### config.mk
export PLATFORM = sky130hd
export DESIGN_NAME = stream_demux
export DESIGN_NICKNAME = d
export VERILOG_FILES = /design/src/rtl/stream_pkg.sv /design/src/rtl/stream_demux_slot.sv /design/src/rtl/stream_demux.sv
export SDC_FILE = /design/constraint.sdc
export NUM_CORES = 1
export LEC_CHECK = 0
export BUFFER_PORTS_ARGS = -buffer_cell sky130_fd_sc_hd__buf_2
export CORE_UTILIZATION = 42
export DETAILED_ROUTE_END_ITERATION = 10
export HOLD_SLACK_MARGIN = 0.15
export PLACE_DENSITY_LB_ADDON = 0.12
export SLEW_MARGIN = 0
export SYNTH_ARGS = -nofsm -noshare
export SYNTH_HDL_FRONTEND = slang
export SYNTH_SLANG_ARGS = --single-unit
### constraint.sdc
create_clock -name clk -period 1.2 [get_ports clk]
set_clock_uncertainty 0.15 [all_clocks]
set_input_delay 0.06 -clock clk [delete_from_list [all_inputs] [get_ports clk]]
set_output_delay 0.06 -clock clk [all_outputs]
set_load 0.005 [all_outputs]
### src/rtl/stream_pkg.sv
// stream_pkg: shared constants and helpers for stream blocks
package stream_pkg;
  localparam int DROP_CNT_W = 16;
  localparam logic [DROP_CNT_W-1:0] DROP_CNT_MAX = '1;
  function automatic logic [DROP_CNT_W-1:0] sat_inc(input logic [DROP_CNT_W-1:0] c);
    return (c == DROP_CNT_MAX) ? c : c + 1'b1;
  endfunction
endpackage

### src/rtl/stream_demux_slot.sv
// stream_demux_slot: one-entry output register with load, drain and valid flag
module stream_demux_slot #(
  parameter int W = 8
) (
  input  logic         clk,
  input  logic         rst,
  input  logic         load_i,
  input  logic [W-1:0] data_i,
  input  logic         ready_i,
  output logic         valid_o,
  output logic [W-1:0] data_o
);
  logic         valid_q, valid_d;
  logic [W-1:0] data_q, data_d;
  always_comb begin
    valid_d = load_i ? 1'b1 : (valid_q && ready_i) ? 1'b0 : valid_q;
    data_d  = load_i ? data_i : data_q;
  end
  always_ff @(posedge clk) begin
    if (rst) begin
      valid_q <= 1'b0;
      data_q  <= '0;
    end else begin
      valid_q <= valid_d;
      data_q  <= data_d;
    end
  end
  assign valid_o = valid_q;
  assign data_o  = data_q;
endmodule

### src/rtl/stream_demux.sv
// stream_demux: registered 1-to-N valid/ready demux with out-of-range drop counting
module stream_demux
  import stream_pkg::*;
#(
  parameter int N     = 4,
  parameter int W     = 8,
  parameter int SEL_W = $clog2(N)
) (
  input  logic                  clk,
  input  logic                  rst,
  input  logic                  s_valid,
  output logic                  s_ready,
  input  logic [W-1:0]          s_data,
  input  logic [SEL_W-1:0]      s_sel,
  output logic [N-1:0]          m_valid,
  input  logic [N-1:0]          m_ready,
  output logic [N*W-1:0]        m_data,
  output logic                  err,
  output logic [DROP_CNT_W-1:0] drop_cnt
);
  localparam logic [SEL_W:0] NL = N[SEL_W:0];
  logic                  in_range, acc, drop, err_q, err_d;
  logic [DROP_CNT_W-1:0] cnt_q, cnt_d;
  always_comb begin
    in_range = {1'b0, s_sel} < NL;
    s_ready  = in_range ? (!m_valid[s_sel] || m_ready[s_sel]) : 1'b1;
    acc      = s_valid && s_ready;
    drop     = acc && !in_range;
    err_d    = drop;
    cnt_d    = drop ? sat_inc(cnt_q) : cnt_q;
  end
  for (genvar i = 0; i < N; i++) begin : g_slot
    stream_demux_slot #(.W(W)) u_slot (
      .clk    (clk),
      .rst    (rst),
      .load_i (acc && in_range && s_sel == SEL_W'(i)),
      .data_i (s_data),
      .ready_i(m_ready[i]),
      .valid_o(m_valid[i]),
      .data_o (m_data[i*W +: W])
    );
  end
  always_ff @(posedge clk) begin
    if (rst) begin
      err_q <= 1'b0;
      cnt_q <= '0;
    end else begin
      err_q <= err_d;
      cnt_q <= cnt_d;
    end
  end
  assign err      = err_q;
  assign drop_cnt = cnt_q;
endmodule
==> metrics.yaml, run 1 <==
status: "finished, violations left"
violations: "negative hold slack, negative setup slack"
required_ns: 0.99
clockBufferDepth: 2
clock_sinks: 36
synth_cell_types: 16
endpoint_kind: "output port"
vias_per_cell: 4.48
grt_pass1_wl_um: 5070
crit_arrival_ns: 1.28
synth_top_area_share_pct: 44.4
postLayoutCellArea_sq_um: 2230
netlist_instances: 153
maxCapViolCount: 0
core_sq_um: 3690
cp.buffers_inverters: 1
reg2regPathDepth: 5
fillers: 326
rsz0062_at_grt: "true"
fmax_mhz: 670
ir_drop_uv: 817
tns_ns: -2.61
gp_congestion: 0.735
dpl.hpwl_um: 2180
die_w_um: 64.2
synth_area_leader_cell: "dfxtp_1"
cp.depth: 3
hold_class: "input pin to flip-flop"
grt_usage_pct: 16.4
cp_top_family: "multiplexers"
reg2reg_slack_ns: -0.10
io_buffers: 53
num_rows: 22
wire_per_inst_um: 13.1
final_nets: 247
num_antenna_cells: 0
drt_iter0_drc: 32
avgSynthCellArea_sq_um: 10.6
drive_gt1_share_pct: 37.7
multi_input_area_sq_um: 812
cp-start-kind: "flip-flop"
path_max_fanout: 2
ys_ff_latch: 36
seq_area_sq_um: 726
grt_max_degree: 45
clockRootBuffer: "clkbuf_8"
synth_area_sq_um: 1620
criticalPathCategory: "flip-flop to output port"
p_leak_uw: 0.00114
drc_errors: 0
postRouteAntennaNets: 0
cts_tree: "done"
area_delta_synth_final_pct: 37.7
grt_pass1_vias: 1072
num_io_pins: 71
grt_antenna_before_repair: 0
dieArea_sq_um: 4120
final_util_pct: 60.6
initial_core_util_pct: 44.0
postPlaceCellArea_sq_um: 1930
ys_top_cells_by_area: "dfxtp_1 (44%), mux2i_1 (20%), nand2b_1 (17%)"
hold_violations: 1
crit_chain: "nand2b_1 > mux4_2 > buf_2"
finalCritPeriodShare_pct: 124
holdWs_ns: -0.00776
clk_pin_slew_ns: 0.07
clock_latency_ns: 0.28
slowest_delay_ns: 0.46
yosys_warnings: 0
setup_ws_ns: -0.292
synth_seq_area_share_pct: 44.4
crit_slowest_cell: "mux4_2"
routed_wl_um: 3660
p_per_area_nw_per_um2: 1100
dp.cells: 252
fin_crit_ns: 1.49
maxSlewViolCount: 0
htreeDepth: 2
overflow: 0
setup_viol: 34
cts_made_buffers: 5
dr.pass1.iters: 4
instances_no_fill: 279
holdPathStages: 3
vias: 1250
fp.dieH_um: 64.2
[worst register-to-register path, cell delays in order, from the launching register on]
cell     delay (ns)
dfxtp_2        0.32
buf_4          0.12
nor2b_4        0.13
nor3_4         0.19
buf_12         0.16
mux2i_1        0.17
[cell type report]
cell class,count,share of cell area (%)
clock buffers,8,4.03
repair buffers,81,24.5
multi-input cells,106,36.3
well taps,48,2.69
flip-flops and latches,36,32.5
[repair_timing]
action	in CTS	in global routing
hold buffers	9	6
gates resized for setup	7	8
cloned	0	1
setup endpoints to repair	10	34
pin swaps	2	2
endpoints found under the hold margin	36	12
setup buffers	2	2
[logic make-up after synthesis]
kind of cell	after synthesis	share of synthesized area (%)
DFF	36	44.4
AOI/OAI and AO/OA	4	1.23
muxes	33	21.4
other	1	0.231
and+or+nand+nor	52	21.5
buffers and inverters	27	11.3
[synth_stat cells]
cell	count
or3_4	1
a21oi_1	4
clkbuf_1	4
nand2_2	2
mux2i_1	32
nand2b_1	44
nand4b_1	1
buf_2	2
nand4_1	1
nor3_4	1
buf_4	21
nor2b_1	1
nor3b_2	1
conb_1	1
mux4_1	1
dfxtp_1	36
[state kept, by name, indices dropped and copies added (netlist names)]
register / flops
g_slot.u_slot.valid_o: 4
g_slot.u_slot.data_o: 32
[through the flow]
stage               total power (uW)  hold WS (ns)  setup slack, ns
floorplan                       1470         0.103          -0.0175
global placement                1540         0.241          -0.0159
detailed placement              1550         0.256          -0.0788
CTS                             2440       0.00243           -0.319
global route                    2570      -0.00855           -0.341
finish                          2460      -0.00776           -0.292
[routing by layer]
layer	track usage [%]	share of wire, %	vias to the layer above
li1	-	-	617
met1	21.1	46	583
met2	25.0	48	46
met3	5.00	5.4	4
met4	7.50	0.74	0
met5	0	0	-
[where the power goes]
group          switching [uW]  internal [uW]
clock network             404            468
registers                22.2           1240
logic                     147            179
total                     573           1890
[placed cells by master (no fill, tap or decap), types with 3 or more instances in the layout]
cell type      Yosys  final
buf_6              0      3
nand2b_1          44     43
dfxtp_2            0      4
clkbuf_8           0      6
buf_2              2     53
mux2i_1           32     32
conb_1             1     17
dlygate4sd3_1      0     14
buf_4             21      9
dfxtp_1           36     32
[final timing paths]
path                         startpoint                          to
max            g_slot[2].u_slot.valid_o                     s_ready
min                            s_sel[0]    g_slot[2].u_slot.valid_o
max reg2reg    g_slot[2].u_slot.valid_o  g_slot[2].u_slot.data_o[1]
min reg2reg  g_slot[0].u_slot.data_o[7]  g_slot[0].u_slot.data_o[7]
No activity file was read; power rests on OpenSTA's default activity.
==> run 2: changes to the inputs <==
CTS_BUF_LIST = sky130_fd_sc_hd__clkbuf_4 sky130_fd_sc_hd__clkbuf_8 sky130_fd_sc_hd__clkbuf_16   (was default)
==> run 2 against run 1 <==
The run still ends with negative hold slack, negative setup slack left. Combinational power is essentially flat. Cell count unchanged. Global-route usage did not move. Worst setup slack is essentially flat. Via count hardly changed. Die area is the same. Register-to-register slack is essentially flat. Clock-buffer cell count unchanged. Highest routed layer unchanged.
==> metrics.yaml, run 2 (same netlist as run 1, synthesis figures left out) <==
status: "finished, violations left"  # unchanged
violations: "negative hold slack, negative setup slack"  # unchanged
dr.pass1.iters: 4  # unchanged
grt_antenna_before_repair: 0  # unchanged
p_leak_uw: 0.00114  # about the same
cp-startpoint: "g_slot[2].u_slot.valid_o"  # unchanged
clock_sinks: 36  # unchanged
p_per_area_nw_per_um2: 1120  # was 1100 nW/um^2
fp.dieH_um: 64.2  # unchanged
dpl.hpwl_um: 2180  # unchanged
cts_made_buffers: 5  # unchanged
required_ns: 0.99  # about the same
vias: 1249  # was 1250
layout_commonest_cell: "buf_2"  # unchanged
grt_use_met3_pct: 5.00  # unchanged
io_buffers: 53  # unchanged
vias_per_cell: 4.48  # about the same
cts_tree: "done"  # unchanged
hold_class: "input pin to flip-flop"  # unchanged
largest_reg_flops: 32  # unchanged
grt_max_degree: 45  # unchanged
maxCapViolCount: 0  # unchanged
busiest_layer: "met2"  # unchanged
setup_viol: 34  # unchanged
tns_ns: -2.55  # was -2.61 ns
crit_arrival_ns: 1.28  # about the same
grt_pass1_wl_um: 5070  # unchanged
endpoint_kind: "output port"  # unchanged
clock_latency_ns: 0.28  # about the same
grt_usage_pct: 16.4  # unchanged
rsz0062_at_grt: "true"  # unchanged
routed_wl_um: 3650  # was 3660 um
dieArea_sq_um: 4120  # unchanged
num_io_pins: 71  # unchanged
die_w_um: 64.2  # unchanged
worstHoldStart: "s_sel[0]"  # unchanged
slowest_delay_ns: 0.46  # about the same
finalCritPeriodShare_pct: 124  # about the same
holdWs_ns: -0.00753  # was -0.00776 ns
fin_crit_ns: 1.49  # about the same
wire_per_inst_um: 13.1  # about the same
num_rows: 22  # unchanged
htreeDepth: 2  # unchanged
crit_chain: "nand2b_1 > mux4_2 > buf_2"  # unchanged
setup_ws_ns: -0.292  # about the same
ir_drop_uv: 897  # was 817 uV
dpl_worst_slack_ns: -0.0788  # unchanged
drc_errors: 0  # unchanged
hold_violations: 1  # unchanged
r2r-start: "g_slot[2].u_slot.valid_o"  # unchanged
grt_pass1_vias: 1072  # unchanged
area_delta_synth_final_pct: 38.2  # was 37.7%
crit_slowest_cell: "mux4_2"  # unchanged
criticalPathCategory: "flip-flop to output port"  # unchanged
use_met1_pct: 21.1  # unchanged
maxSlewViolCount: 0  # unchanged
postRouteAntennaNets: 0  # unchanged
num_antenna_cells: 0  # unchanged
clockRootBuffer: "clkbuf_8"  # unchanged
clk_pin_slew_ns: 0.07  # about the same
use_met2_pct: 25.0  # unchanged
initial_core_util_pct: 44.0  # unchanged
final_nets: 247  # unchanged
drt_iter0_drc: 35  # was 32
drive_gt1_share_pct: 38.5  # was 37.7%
final_cell_mix: "buf_2 (53), nand2b_1 (43), mux2i_1 (32), dfxtp_1 (32), conb_1 (17)"  # unchanged
core_sq_um: 3690  # unchanged
fmax_mhz: 670  # about the same
gp_congestion: 0.735  # unchanged
overflow: 0  # unchanged
clockBufferDepth: 2  # unchanged
path_max_fanout: 2  # unchanged
cp-start-kind: "flip-flop"  # unchanged
[run 2: worst max-delay path, delay by kind of cell, from the launching register on]
family | cells | cell delay (ns)
flip-flops | 1 | 0.33
buffers and inverters | 1 | 0.14
multiplexers | 1 | 0.46
AND/OR/NAND/NOR | 1 | 0.08
[run 2: power by group]
| part | total (uW) | internal (uW) | leakage (uW) | switching (uW) |
|---|---|---|---|---|
| Sequential | 1260 | 1240 | 0.000294 | 22.1 |
| Clock | 916 | 513 | 0.0000523 | 402 |
| Combinational | 326 | 179 | 0.000798 | 146 |
| Total | 2500 | 1930 | 0.00114 | 571 |
[run 2: layer usage]
layer | vias to the layer above | share of wire (%)
met5 | - | 0
met1 | 582 | 46
met3 | 4 | 5.4
met2 | 46 | 48
li1 | 617 | -
met4 | 0 | 0.74
[run 2: through the flow]
stage               hold WS, ns  power (uW)  std cells  util, %  instance area (sq um)
floorplan                 0.103        1470        169        -                   1690
global placement          0.241        1540        252     52.2                   1930
detailed placement        0.256        1550        252     52.2                   1930
CTS                     0.00237        2490        271     58.1                   2140
global route           -0.00855        2620        279     60.8                   2240
finish                 -0.00753        2500        279     60.8                   2240
[run 2: area by class of cell]
cell class	instances	area (sq um)
Clock buffer	8	97.6
Fill cell	324	1450
Multi-Input combinational cell	106	812
Sequential cell	36	726
Tap cell	48	60.1
Timing Repair Buffer	81	547
[run 2: repair_timing]
item,in CTS,in global routing
buffers inserted,2,2
hold buffers,9,6
cloned,0,1
resized for setup,7,8
endpoints found under the hold margin,36,12
endpoints found under the setup margin,10,34
pin swaps,2,2
[run 2: final timing paths]
check | endpoint | slack [ns] | depth (start not counted)
hold reg to reg | g_slot[2].u_slot.data_o[0] | 0.32 | 2
setup / recovery | s_ready | -0.29 | 3
hold / removal | g_slot[2].u_slot.valid_o | -0.008 | 3
setup reg to reg | g_slot[2].u_slot.data_o[1] | -0.11 | 5
==> run 3: changes to the inputs <==
PLACE_DENSITY = 0.75   (was default)
PLACE_DENSITY_LB_ADDON = default   (was 0.12)
==> run 3 against run 2 <==
The flow still finishes with violations (negative hold slack, negative setup slack). Non-clock buffer count decreased by 5. Via count down 2.0%. Register-to-register slack about the same. Clock-buffer cell count shrank 2. Worst hold slack worse by 0.015 ns. Maximum frequency hardly changed. Clock power is 17% higher. Routed wire length fell by 8.7%. Cell count shrank 1.8%. Cell area shrank 0.89%.
==> metrics.yaml, run 3 (same netlist as run 1, synthesis figures left out) <==
status: "finished, violations left"  # unchanged
violations: "negative hold slack, negative setup slack"  # unchanged
endpoint_kind: "output port"  # unchanged
final_cell_mix: "buf_2 (53), nand2b_1 (43), mux2i_1 (32), dfxtp_1 (32), conb_1 (17)"  # unchanged
grt_pass1_vias: 1093  # was 1072
clock_latency_ns: 0.29  # was 0.28 ns
crit_slowest_cell: "mux4_2"  # unchanged
required_ns: 0.99  # about the same
postRouteAntennaNets: 0  # unchanged
drc_errors: 0  # unchanged
overflow: 0  # unchanged
vias_per_cell: 4.47  # was 4.48
clockBufferDepth: 2  # unchanged
vias: 1224  # was 1249
largest_reg_flops: 32  # unchanged
postPlaceCellArea_sq_um: 1970  # was 1930 sq um
drt_iter0_drc: 13  # was 35
htreeDepth: 2  # unchanged
fp.dieH_um: 64.2  # unchanged
hold_violations: 1  # unchanged
criticalPathCategory: "flip-flop to output port"  # unchanged
clk_pin_slew_ns: 0.07  # about the same
grt_usage_pct: 16.3  # was 16.4%
crit_chain: "nand2b_1 > mux4_2 > buf_2"  # unchanged
num_io_pins: 71  # unchanged
gp_congestion: 0.741  # was 0.735
path_max_fanout: 2  # unchanged
postLayoutCellArea_sq_um: 2220  # was 2240 sq um
maxSlewViolCount: 0  # unchanged
crit_arrival_ns: 1.28  # about the same
setup_viol: 21  # was 34
area_delta_synth_final_pct: 36.9  # was 38.2%
num_antenna_cells: 0  # unchanged
finalCritPeriodShare_pct: 124  # about the same
maxCapViolCount: 0  # unchanged
cp-start-kind: "flip-flop"  # unchanged
ir_drop_uv: 936  # was 897 uV
drive_gt1_share_pct: 39.8  # was 38.5%
initial_core_util_pct: 44.0  # unchanged
setup_ws_ns: -0.292  # about the same
tns_ns: -1.77  # was -2.55 ns
core_sq_um: 3690  # unchanged
num_rows: 22  # unchanged
dpl.hpwl_um: 2210  # was 2180 um
dr.pass1.iters: 4  # unchanged
p_leak_uw: 0.00114  # about the same
cts_made_buffers: 5  # unchanged
grt_pass1_wl_um: 4990  # was 5070 um
grt_max_degree: 45  # unchanged
die_w_um: 64.2  # unchanged
clock_sinks: 36  # unchanged
final_nets: 242  # was 247
fin_crit_ns: 1.49  # about the same
cts_tree: "done"  # unchanged
grt_antenna_before_repair: 0  # unchanged
p_per_area_nw_per_um2: 1190  # was 1120 nW/um^2
layout_commonest_cell: "buf_2"  # unchanged
hold_class: "input pin to flip-flop"  # unchanged
wire_per_inst_um: 12.2  # was 13.1 um
fmax_mhz: 670  # about the same
slowest_delay_ns: 0.45  # was 0.46 ns
holdWs_ns: -0.0225  # was -0.00753 ns
rsz0062_at_grt: "true"  # unchanged
io_buffers: 53  # unchanged
routed_wl_um: 3330  # was 3650 um
dieArea_sq_um: 4120  # unchanged
clockRootBuffer: "clkbuf_8"  # unchanged
power.total_uw: 2640  # was 2500 uW
run 3: worst paths after layout:
path	cells past startpoint	slack, ns	startpoint	to
setup / recovery	3	-0.29	g_slot[2].u_slot.valid_o	s_ready
setup reg to reg	5	-0.11	g_slot[2].u_slot.valid_o	g_slot[2].u_slot.data_o[0]
hold reg to reg	2	0.32	g_slot[3].u_slot.data_o[6]	g_slot[3].u_slot.data_o[6]
hold / removal	4	-0.02	m_ready[1]	g_slot[1].u_slot.valid_o
run 3: routing by layer:
metal	GRT usage (%)	vias up	wire length, um
li1	-	611	-
met5	0	-	0
met1	19.7	564	1500
met4	6.67	0	57
met2	26.2	43	1590
met3	5.71	6	188
run 3: worst max-delay path: cells and delay by family (launching register included):
family	cells	cell delay [ns]
simple gates	1	0.08
buf+inv	1	0.14
mux	1	0.45
flops	1	0.33
run 3: power breakdown:
group | internal, uW | switching (uW)
Combinational | 175 | 140
Sequential | 1240 | 20.8
Clock | 639 | 429
Total | 2050 | 590
run 3: timing repair:
item                       in CTS  in global routing
buffers inserted                2                  0
pin swaps                       3                  2
gates resized for setup         3                  9
hold endpoints to repair       36                  8
hold buffers                    8                  1
setup endpoints to repair      17                 30
run 3: final cells by class:
type	instances	area, sq um
Fill cell	353	1470
Timing Repair Buffer	76	518
Multi-Input combinational cell	106	807
Tap cell	48	60.1
Clock inverter	2	35.0
Clock buffer	6	76.3
Sequential cell	36	726
run 3: through the flow:
stage	setup WS, ns	std cells	hold slack [ns]	utilization [%]
final	-0.292	274	-0.0225	60.2
after global routing	-0.355	274	-0.0220	60.2
after CTS	-0.310	273	-0.00893	59.1
after detailed placement	-0.0420	255	0.235	53.5
after global placement	-0.0264	255	0.230	53.5
after floorplan	-0.0175	169	0.103	-
